## config.mk

```make
export PLATFORM = sky130hd
export DESIGN_NAME = uart_receiver_flat
export DESIGN_NICKNAME = d
export VERILOG_FILES = /design/src/rtl/uart_receiver_if.sv /design/src/rtl/uart_receiver.sv /design/src/flat_wrapper.sv
export SDC_FILE = /design/constraint.sdc
export NUM_CORES = 1
export LEC_CHECK = 0
export BUFFER_PORTS_ARGS = -buffer_cell sky130_fd_sc_hd__buf_4
export CORE_MARGIN = 2
export CORE_UTILIZATION = 35
export DETAILED_ROUTE_END_ITERATION = 8
export GPL_ROUTABILITY_DRIVEN = 0
export SLEW_MARGIN = 20
export SYNTH_ARGS = -nofsm -noshare
export SYNTH_HDL_FRONTEND = slang
export SYNTH_SLANG_ARGS = --single-unit
```

## constraint.sdc

```tcl
create_clock -name clk -period 2.31 [get_ports clk]
set_input_delay 0.1155 -clock clk [delete_from_list [all_inputs] [get_ports clk]]
set_output_delay 0.1155 -clock clk [all_outputs]
set_load 0.02 [all_outputs]
```

## src/rtl/uart_receiver_if.sv

```systemverilog
// uart_receiver_if: serial line plus host-side byte outputs of uart_receiver.
//   rx         serial input (idle high), driven by the line side
//   data       last received byte
//   valid      1-cycle strobe, good frame, data updated
//   frame_err  1-cycle strobe, stop bit sampled low
//   busy       receiver is inside a frame
//   parity_err 1-cycle strobe, even-parity mismatch (UART_RX_PARITY_EN only)
// Modports: master = receiver side, slave = line driver / host consumer side.
interface uart_receiver_if;
  logic       rx;
  logic [7:0] data;
  logic       valid;
  logic       frame_err;
  logic       busy;
`ifdef UART_RX_PARITY_EN
  logic       parity_err;

  modport master (input rx, output data, valid, frame_err, busy, parity_err);
  modport slave  (output rx, input data, valid, frame_err, busy, parity_err);
`else
  modport master (input rx, output data, valid, frame_err, busy);
  modport slave  (output rx, input data, valid, frame_err, busy);
`endif
endinterface

```

## src/rtl/uart_receiver.sv

```systemverilog
// uart_receiver: oversampling UART receiver, 1 start, 8 data bits LSB first,
// optional even parity, 1 stop bit; idle line high. Bits are sampled at
// mid-bit; a received byte is presented with a 1-cycle valid strobe (no
// backpressure).
// Optional feature macro: UART_RX_PARITY_EN (adds PARITY state, 11-bit frame
// and the parity_err output).
// Ports:
//   clk  rising-edge clock
//   rst  synchronous active-high reset
//   bus  uart_receiver_if.master: rx in; data, valid, frame_err, busy
//        (and parity_err) out
module uart_receiver #(
  parameter int unsigned CLKS_PER_BIT = 4
) (
  input  logic clk,
  input  logic rst,
  uart_receiver_if.master bus
);

  localparam int unsigned H  = CLKS_PER_BIT / 2;
  localparam int unsigned CW = $clog2(CLKS_PER_BIT) + 1;
  localparam logic [CW-1:0] BIT_LAST  = CW'(CLKS_PER_BIT - 1);
  localparam logic [CW-1:0] HALF_LAST = (H > 0) ? CW'(H - 1) : '0;

  localparam logic [2:0] IDLE      = 3'd0;
  localparam logic [2:0] START     = 3'd1;
  localparam logic [2:0] DATA      = 3'd2;
`ifdef UART_RX_PARITY_EN
  localparam logic [2:0] PARITY    = 3'd3;
`endif
  localparam logic [2:0] STOP      = 3'd4;
  localparam logic [2:0] WAIT_IDLE = 3'd5;

  logic          sync1;
  logic          sync2;
  logic [2:0]    state;
  logic [CW-1:0] cnt;
  logic [2:0]    bit_idx;
  logic [7:0]    shift;
  logic [7:0]    data_q;
  logic          valid_q;
  logic          ferr_q;
`ifdef UART_RX_PARITY_EN
  logic          par_bit;
  logic          perr_q;
`endif

  always_ff @(posedge clk) begin
    if (rst) begin
      sync1   <= 1'b1;
      sync2   <= 1'b1;
      state   <= IDLE;
      cnt     <= '0;
      bit_idx <= '0;
      shift   <= '0;
      data_q  <= '0;
      valid_q <= 1'b0;
      ferr_q  <= 1'b0;
`ifdef UART_RX_PARITY_EN
      par_bit <= 1'b0;
      perr_q  <= 1'b0;
`endif
    end else begin
      sync1   <= bus.rx;
      sync2   <= sync1;
      valid_q <= 1'b0;
      ferr_q  <= 1'b0;
`ifdef UART_RX_PARITY_EN
      perr_q  <= 1'b0;
`endif
      case (state)
        IDLE: begin
          if (!sync2) begin
            cnt     <= '0;
            bit_idx <= '0;
            // With H == 0 the mid-start sample is this very edge, which
            // already saw a 0, so the start check is satisfied here.
            state   <= (H == 0) ? DATA : START;
          end
        end
        START: begin
          if (cnt == HALF_LAST) begin
            cnt   <= '0;
            state <= sync2 ? IDLE : DATA;
          end else begin
            cnt <= cnt + 1'b1;
          end
        end
        DATA: begin
          if (cnt == BIT_LAST) begin
            cnt     <= '0;
            shift   <= {sync2, shift[7:1]};
            bit_idx <= bit_idx + 3'd1;
            if (bit_idx == 3'd7) begin
`ifdef UART_RX_PARITY_EN
              state <= PARITY;
`else
              state <= STOP;
`endif
            end
          end else begin
            cnt <= cnt + 1'b1;
          end
        end
`ifdef UART_RX_PARITY_EN
        PARITY: begin
          if (cnt == BIT_LAST) begin
            cnt     <= '0;
            par_bit <= sync2;
            state   <= STOP;
          end else begin
            cnt <= cnt + 1'b1;
          end
        end
`endif
        STOP: begin
          if (cnt == BIT_LAST) begin
            cnt <= '0;
            if (sync2) begin
              // Return at mid-stop so a back-to-back start edge is caught.
              data_q <= shift;
              state  <= IDLE;
`ifdef UART_RX_PARITY_EN
              if (^{shift, par_bit}) perr_q  <= 1'b1;
              else                   valid_q <= 1'b1;
`else
              valid_q <= 1'b1;
`endif
            end else begin
              ferr_q <= 1'b1;
              state  <= WAIT_IDLE;
            end
          end else begin
            cnt <= cnt + 1'b1;
          end
        end
        WAIT_IDLE: begin
          // A stuck-low line must go high before a new start is accepted.
          if (sync2) state <= IDLE;
        end
        default: state <= IDLE;
      endcase
    end
  end

  assign bus.data      = data_q;
  assign bus.valid     = valid_q;
  assign bus.frame_err = ferr_q;
  assign bus.busy      = (state != IDLE);
`ifdef UART_RX_PARITY_EN
  assign bus.parity_err = perr_q;
`endif

endmodule
```

## src/flat_wrapper.sv

```systemverilog
// flat-port wrapper written by rule: the top's interface ports become plain ports
module uart_receiver_flat 
#(
  parameter int unsigned CLKS_PER_BIT = 4
)
  (clk, rst, bus_rx, bus_data, bus_valid, bus_frame_err, bus_busy);
  uart_receiver_if bus_i ();
  input  logic clk;
  input  logic rst;
  input wire logic [$bits(bus_i.rx)-1:0] bus_rx;
  output wire logic [$bits(bus_i.data)-1:0] bus_data;
  output wire logic [$bits(bus_i.valid)-1:0] bus_valid;
  output wire logic [$bits(bus_i.frame_err)-1:0] bus_frame_err;
  output wire logic [$bits(bus_i.busy)-1:0] bus_busy;
  assign bus_i.rx = bus_rx;
  assign bus_data = bus_i.data;
  assign bus_valid = bus_i.valid;
  assign bus_frame_err = bus_i.frame_err;
  assign bus_busy = bus_i.busy;
  uart_receiver #(.CLKS_PER_BIT(CLKS_PER_BIT)) u_core (.clk(clk), .rst(rst), .bus(bus_i));
endmodule
```

==> results of run 1 <==
## worst max-delay path, delay by kind of cell, from the launching register on
family / cells / cell delay (ps)
fa+ha+maj: 1 / 230
flops: 1 / 400
mux: 1 / 260
simple gates: 3 / 740
## layout make-up
type / instances / area (sq um)
multi-input cells: 99 / 694
repair buffers: 14 / 105
inverters: 3 / 11.3
clock buffers: 5 / 68.8
flip-flops and latches: 29 / 581
well taps: 48 / 60.1
clock inverters: 1 / 5.00
fillers: 361 / 2110
## power by group
group | switching, mW | internal, mW | total [mW]
combinational | 0.178 | 0.177 | 0.355
sequential | 0.0847 | 0.533 | 0.617
clock | 0.173 | 0.197 | 0.370
total | 0.436 | 0.907 | 1.34
## how the worst max path moves through the flow
stage	slack, ps	cells after the start	endpoint
finish	570	5	u_core.bus.data[7]
global route	390	5	u_core.bus.data[7]
CTS	530	5	u_core.bus.data[7]
detailed placement	560	5	u_core.bus.data[7]
global placement	630	5	u_core.state[0]
floorplan	700	5	u_core.state[0]
## per-stage QoR
stage                     std cells  area [sq um]  util, %  worst slack (ps)
after floorplan                 139          1320        -               699
after global placement          193          1450     39.9               630
after detailed placement        193          1450     39.9               560
after CTS                       199          1530     42.0               529
after global routing            199          1530     42.0               386
final                           199          1530     42.0               567
## cell usage in the layout (no fill, tap or decap), drive strengths merged
cell type,n
nand2,5
nand2b,4
a2bb2oi,1
o21bai,1
nand3b,2
o211ai,2
inv,3
a221oi,1
and3b,1
a22oi,2
clkbuf,5
nor2,26
or4,1
and2b,2
nor3,2
nor4,1
dfxtp,29
or2,2
buf,14
nand4b,3
or3,1
ha,6
xnor2,1
o211a,1
mux2i,19
nor2b,2
or3b,1
a21oi,3
a21boi,1
and4,2
o21ai,4
clkinv,1
nor3b,2
## routing by layer
layer / up-vias / part of all wire, % / track usage, %
met5: - / 0 / 0
met4: 0 / 1.6 / 5.47
li1: 507 / - / -
met1: 470 / 48 / 16.6
met3: 4 / 3.9 / 5.14
met2: 15 / 47 / 22.8
## Yosys cell counts, types with 3 or more instances
library cell | count | share of area [%]
dfxtp_1 | 29 | 44
nor2_1 | 26 | 7.4
mux2i_1 | 19 | 14
ha_1 | 6 | 5.7
clkbuf_1 | 5 | 1.4
nand2_1 | 5 | 1.4
nand2b_1 | 4 | 1.9
o21ai_0 | 4 | 1.5
a21oi_1 | 3 | 1.1
buf_2 | 3 | 1.1
inv_1 | 3 | 0.85
nand4b_1 | 3 | 2.0
## sequential cells by signal (all words and copies together) (netlist names)
signal	cells
u_core.bus.valid	1
u_core.cnt	3
u_core.bus.data	8
u_core.sync1	1
u_core.sync2	1
u_core.shift	8
u_core.state	3
u_core.bit_idx	3
u_core.bus.frame_err	1
## kinds of logic (layout without fill, tap and decap cells)
logic type | count (synthesis) | after routing | share of synthesized area [%]
and+or+nand+nor | 57 | 57 | 23.7
DFF | 29 | 29 | 44.0
muxes | 19 | 19 | 14.4
AOI/OAI and AO/OA | 16 | 16 | 8.15
buffers and inverters | 11 | 23 | 3.41
adders and majority gates | 6 | 6 | 5.69
xor gates and xnor gates | 1 | 1 | 0.664
==> summary.txt, run 1 <==
Hold WS -> 18.3 ps
# diodes -> 0
Post-route clock period utilization -> 75.5%
Critical-path top delay cell -> and4_1
Mapped Cells -> 139
EDFF count, synth -> 0
Cells along the critical path -> ha_1 -> and2b_1 -> and4_1 -> mux2i_1 -> nor2_1
RSZ-0062 raised after global routing -> false
Vias per cell -> 5.01
Antenna viol nets, final -> 0
Die Span Y -> 65.4 um
DRT Pass-1 Iters -> 4
Hold Crit Depth -> 2
CTS tree -> built
Launch point of the worst reg-to-reg path -> u_core.cnt[0]
Root buffer cell -> clkbuf_8
Final net count -> 161
Io pins -> 14
Final setup violation count -> 0
Minimum clock period -> 1740 ps
Crit-path max FO -> 9
Synthesized area -> 1320 sq um
First-pass GRT wire length -> 4.54 mm
WP data arrival -> 1900 ps
Initial antenna violation count -> 0
P per Cell Area -> 880 nW/um^2
Dpl hpwl -> 1.76 mm
FF+latch count, synth -> 29
WP data required -> 2470 ps
Vias in the first global route -> 1020
Post-synth top flop -> dfxtp_1
Hold path startpoint -> bus_rx
Total grt overflow -> 0
Worst setup SP type -> register
CORE AREA -> 3630 sq um
Worst skew pair latency -> 280 ps
Rows -> 22
Hold EP -> u_core.sync1
Initial Util -> 36.3%
Worst Reg2Reg Path Length in Cells -> 5
Initial drt markers -> 28
CTS buffer count -> 5
HP Class -> in2reg
TNS Setup -> 0 ps
Vias -> 996
CTS H-tree depth -> 2
Mean Syn Cell Area -> 9.50 sq um
Clk pin slew, worst setup/hold paths -> 60 ps
CTS resizes -> 0
Worst Skew -> 2.28 ps
Final-report hold violation count -> 0
FF-to-FF setup slack -> 570 ps
Net Count, Synth -> 148
GR Util All Layers -> 14.0%
Max Cap Violations -> 0
Leakage -> 0.597 nW
Worst setup EP type -> register
Setup bufs post-CTS -> 0
Post-synth ARST share -> 0%
# clock sinks -> 29
I/O Buffers -> 13
Die area -> 4280 sq um
Largest net degree at the start of global routing -> 31
Part of the Yosys area used for sequential elements -> 44.0%
Slew headroom -> 67.0%
Least-Margin Pin Slew -> 494 ps
WL per Instance -> 12.7 um
Power Total -> 1.34 mW
Critical R2R Capture -> u_core.bus.data[7]
CP Launch Point -> u_core.cnt[0]
YS warnings -> 0
Fmax -> 0.574 GHz
Syn-to-layout area delta -> 15.5%
Synth cell types -> 32
CTS Hold Bufs -> 0
Clock buffer depth -> 2
Maximum VDD drop -> 0.447 mV
Final wirelength -> 2.52 mm
Fraction of layout cells with a size suffix above 1 -> 16.6%
Fin. max-slew vios -> 0
Die width -> 65.4 um
Crit-path max cell delay -> 520 ps
# DRC -> 0
Critical path class -> reg2reg
Status -> finished, final reports clean
Power figures use the tool's default switching activity.
==> run 2, diff against run 1 <==
==> constraint.sdc (replaced) <==
create_clock -name clk -period 1.79 [get_ports clk]
set_input_delay 0.0895 -clock clk [delete_from_list [all_inputs] [get_ports clk]]
set_output_delay 0.0895 -clock clk [all_outputs]
set_load 0.02 [all_outputs]
==> run 2 against run 1 <==
- sequential cell count did not move
- cell area increased by 5.1%
- sequential share of layout area decreased by 1.8 points
- register-to-register slack worse by 450 ps
- global-route usage is 1.4 points lower
- first-iteration DRC count is 29% higher
- clock power increased by 85%
- highest routed layer unchanged
==> summary.txt, run 2 (synthesis results as in run 1) <==
Status -> finished, final reports clean
I/O Buffers -> 13
Maximum VDD drop -> 0.604 mV
Critical path class -> reg2reg
CTS H-tree depth -> 2
Initial antenna violation count -> 0
Vias per cell -> 4.90
Syn-to-layout area delta -> 21.4%
Die Span Y -> 65.4 um
Fin. max-slew vios -> 0
Final net count -> 165
# DRC -> 0
Crit-path max cell delay -> 490 ps
Comb power frac -> 25.1%
Vias -> 1005
Pint -> 1.39 mW
DRT Pass-1 Iters -> 5
Post-route clock period utilization -> 93.4%
Worst setup SP type -> register
Crit path max-delay family -> simple AND/OR/NAND/NOR gates
Die area -> 4280 sq um
WP data required -> 1990 ps
Least-Margin Pin Slew -> 495 ps
Final-report hold violation count -> 0
Initial Util -> 36.3%
Pre-CTS setup slack -> 82.1 ps
# clock sinks -> 29
Launch point of the worst reg-to-reg path -> u_core.cnt[0]
Leakage -> 0.633 nW
Worst Reg2Reg Path Length in Cells -> 5
Final instance area -> 1600 sq um
Net Sw Frac -> 29.1%
Sw power -> 0.568 mW
Hold WS -> 184 ps
FF-to-FF setup slack -> 120 ps
Fmax -> 0.598 GHz
# diodes -> 0
Dpl hpwl -> 1.65 mm
First-pass GRT wire length -> 4.09 mm
Critical R2R Capture -> u_core.state[0]
Clk pin slew, worst setup/hold paths -> 60 ps
Root buffer cell -> clkbuf_8
Final setup violation count -> 0
Largest net degree at the start of global routing -> 31
Hold EP -> u_core.shift[5]
Clock buffer depth -> 2
Cells along the critical path -> ha_2 -> and3b_1 -> or4_4 -> o211ai_1 -> mux2i_1
HP Class -> in2reg
Io pins -> 14
CORE AREA -> 3630 sq um
Clock share of power -> 35.0%
Max Cap Violations -> 0
WP data arrival -> 1880 ps
Final wirelength -> 2.41 mm
Worst skew pair latency -> 270 ps
Minimum clock period -> 1670 ps
Final Non-Filler Cells -> 205
Die width -> 65.4 um
Placed cell areas -> 1470 sq um
GR Util All Layers -> 12.6%
Worst Skew -> 1.90 ps
RSZ-0062 raised after global routing -> false
Worst setup EP type -> register
Placed instance count -> 196
Post-layout util -> 44.1%
Commonest cells after routing, fill and taps aside -> dfxtp_1 (29), nor2_1 (26), mux2i_1 (19)
Slew headroom -> 67.0%
Antenna viol nets, final -> 0
Critical-path top delay cell -> or4_4
Seq pwr share -> 39.9%
TNS Setup -> 0 ps
Hold path startpoint -> rst
CTS tree -> built
WL per Instance -> 11.7 um
Power Total -> 1.95 mW
Hold Crit Depth -> 2
Crit-path max FO -> 5
Fraction of layout cells with a size suffix above 1 -> 19.1%
Bufs and invs on worst path -> 0
Vias in the first global route -> 941
Commonest non-fill, non-tap cell in the layout -> dfxtp_1
Total grt overflow -> 0
CTS buffer count -> 5
Rows -> 22
Setup WS post-layout -> 118 ps
Initial drt markers -> 36
P per Cell Area -> 1220 nW/um^2
## run 2: changes by cell type in the layout (fill, tap and decap cells not counted), sizes merged
cell,before,now
clkinv,1,0
dlygate4sd3,0,1
buf,14,17
clkbuf,5,7
bufinv,0,1
## run 2: worst max path at each step
| stage | cells after the start | end | from | slack [ps] |
|---|---|---|---|---|
| finish | 5 | u_core.state[0] | u_core.cnt[0] | 120 |
| CTS | 5 | u_core.state[0] | u_core.cnt[0] | 70 |
| floorplan | 5 | u_core.state[0] | u_core.cnt[0] | 180 |
| detailed placement | 5 | u_core.state[0] | u_core.cnt[0] | 80 |
| global route | 5 | u_core.state[0] | u_core.cnt[0] | 4 |
| global placement | 5 | u_core.state[1] | u_core.cnt[0] | 130 |
## run 2: cell type report
| type | instances | area, sq um |
|---|---|---|
| sequential | 29 | 581 |
| multi-input combinational | 99 | 697 |
| clock buffer | 7 | 86.3 |
| clock inverter | 1 | 30.0 |
| fill | 359 | 2030 |
| tap | 48 | 60.1 |
| timing repair buffer | 18 | 138 |
| inverter | 3 | 11.3 |
## run 2: layer usage
metal / GRT usage (%) / vias to the layer above / part of all wire (%)
li1: - / 513 / -
met1: 14.8 / 474 / 46
met2: 20.8 / 14 / 49
met3: 3.08 / 4 / 3.5
met4: 7.03 / 0 / 1.7
met5: 0 / - / 0
## run 2: power by group through the flow
stage	Clock [mW]	Sequential, mW	Combinational [mW]
after floorplan	0	0.742	0.413
after global placement	0	0.786	0.470
after detailed placement	0	0.791	0.489
after CTS	0.705	0.777	0.496
after global routing	0.735	0.792	0.546
final	0.684	0.779	0.490
## run 2: timing repair
action | in CTS | in global routing
setup endpoints to repair | 0 | 3
gates resized for setup | 0 | 1
hold buffers | 1 | 0
endpoints found under the hold margin | 1 | 0
buffers inserted | 0 | 0
==> run 3, diff against run 2 <==
--- a/config.mk
+++ b/config.mk
@@ -6,6 +6,7 @@
 export NUM_CORES = 1
 export LEC_CHECK = 0
 export BUFFER_PORTS_ARGS = -buffer_cell sky130_fd_sc_hd__buf_4
+export CORE_ASPECT_RATIO = 1.75
 export CORE_MARGIN = 2
 export CORE_UTILIZATION = 35
 export DETAILED_ROUTE_END_ITERATION = 8
==> run 3 against run 2 <==
- fmax decreased by 0.90%
- highest routed layer unchanged
- core utilization down 0.077 points
- critical endpoint is now u_core.state[1]
- critical path depth stayed put
- global-route usage grew 0.24 points
- die area rose by 0.46%
- non-clock buffer count shrank 1
- power increased by 0.65%
- sequential cell count did not move
- sequential power grew 2%
- combinational power down 5.3%
- register-to-register slack worse by 20 ps
==> summary.txt, run 3 (synthesis results as in run 1) <==
Met2 routed WL -> 1.28 mm
Vias per cell -> 4.96
Final net count -> 164
Final-report hold violation count -> 0
Clock buffer depth -> 2
Die Span Y -> 85.2 um
Total grt overflow -> 0
WP data required -> 1990 ps
Fraction of layout cells with a size suffix above 1 -> 19.9%
GR Util All Layers -> 12.8%
Rows -> 29
Maximum VDD drop -> 0.811 mV
Fmax -> 0.593 GHz
I/O Buffers -> 13
Fin. max-slew vios -> 0
Slew headroom -> 66.8%
Largest net degree at the start of global routing -> 31
Worst skew pair latency -> 280 ps
WP data arrival -> 1890 ps
TNS Setup -> 0 ps
Leakage -> 0.627 nW
Post-route clock period utilization -> 94.3%
Syn-to-layout area delta -> 21.0%
Dpl hpwl -> 1.69 mm
Initial drt markers -> 17
Fillers -> 370
Commonest cells after routing, fill and taps aside -> dfxtp_1 (28), nor2_1 (26), mux2i_1 (19)
CORE AREA -> 3630 sq um
# DRC -> 0
CTS buffer count -> 5
Met1 WL -> 1.08 mm
Critical path class -> reg2reg
Least-Margin Pin Slew -> 498 ps
Worst Skew -> 2.61 ps
Max Cap Violations -> 0
Status -> finished, final reports clean
Minimum clock period -> 1690 ps
Initial antenna violation count -> 0
WL per Instance -> 12.4 um
Final Non-Filler Cells -> 202
Vias -> 1002
# clock sinks -> 29
P per Cell Area -> 1230 nW/um^2
Met3 wire length -> 101 um
Die width -> 50.4 um
RSZ-0062 raised after global routing -> false
Worst setup SP type -> register
First-pass GRT wire length -> 4.24 mm
# diodes -> 0
Die area -> 4300 sq um
Initial Util -> 36.4%
Io pins -> 14
Top layer in use -> met4
Final setup violation count -> 0
CTS tree -> built
HP Class -> in2reg
Clk pin slew, worst setup/hold paths -> 60 ps
DRT Pass-1 Iters -> 4
Final wirelength -> 2.51 mm
Commonest non-fill, non-tap cell in the layout -> dfxtp_1
Placed instance count -> 193
Vias in the first global route -> 993
Worst setup EP type -> register
Antenna viol nets, final -> 0
Root buffer cell -> clkbuf_8
CTS H-tree depth -> 2
Crit-path max FO -> 5
[run 3: cell types whose count changed in the layout (fill, tap and decap cells not counted)]
cell and change:
clkinvlp_4 +1, dfxtp_1 -1, dfxtp_2 +1, clkbuf_1 -1
buf_4 -1
[run 3: power by group]
group	internal, mW	total, mW	switching, mW	leakage [nW]
Clock	0.452	0.704	0.253	0.0574
Sequential	0.689	0.797	0.108	0.235
Combinational	0.231	0.464	0.233	0.335
Total	1.37	1.97	0.594	0.627
[run 3: final timing paths]
check                              startpoint           endpoint  slack (ps)  cells after the start
worst max register to register  u_core.cnt[0]    u_core.state[1]         100                      5
worst min register to register   u_core.sync1       u_core.sync2         410                      1
worst min-delay path                      rst  u_core.bit_idx[0]         180                      2
worst max-delay path            u_core.cnt[0]    u_core.state[1]         100                      5
[run 3: area by class of cell]
class                      instances  area, sq um  share of cell area (%)
clock buffer                       6         82.6                    5.17
sequential                        29          582                    36.4
tap                               46         57.6                    3.60
inverter                           3         11.3                   0.705
timing repair buffer              17          130                    8.14
multi-input combinational         99          697                    43.6
clock inverter                     2         37.5                    2.35
[run 3: per-layer routing]
layer	vias to the layer above	track usage, %
met5	-	0
met4	0	6.63
met3	5	3.87
met2	16	21.8
met1	469	14.0
li1	512	-
[run 3: critical path: stages, from the launching register on]
cell      delay [ps]
dfxtp_2          350
ha_2             200
and3b_1          180
or4_4            490
o211ai_1         160
mux2i_1          240
[run 3: what timing repair did]
item                       in CTS  in global routing
setup endpoints to repair       0                  1
gates resized for setup         0                  2
hold endpoints to repair        1                  0
setup buffers                   0                  0
hold buffers                    1                  0
[run 3: stage by stage]
step | utilization [%] | total power [mW] | area [sq um] | hold WS [ps] | setup slack (ps)
4_1_cts | 43.9 | 1.98 | 1590 | 169 | 29.0
6_report | 44.0 | 1.97 | 1600 | 180 | 102
3_5_place_dp | 40.3 | 1.26 | 1460 | 281 | 48.0
5_1_grt | 44.0 | 2.08 | 1600 | 183 | 25.0
3_3_place_gp | 40.3 | 1.24 | 1460 | 274 | 132
2_1_floorplan | - | 1.15 | 1320 | 193 | 179
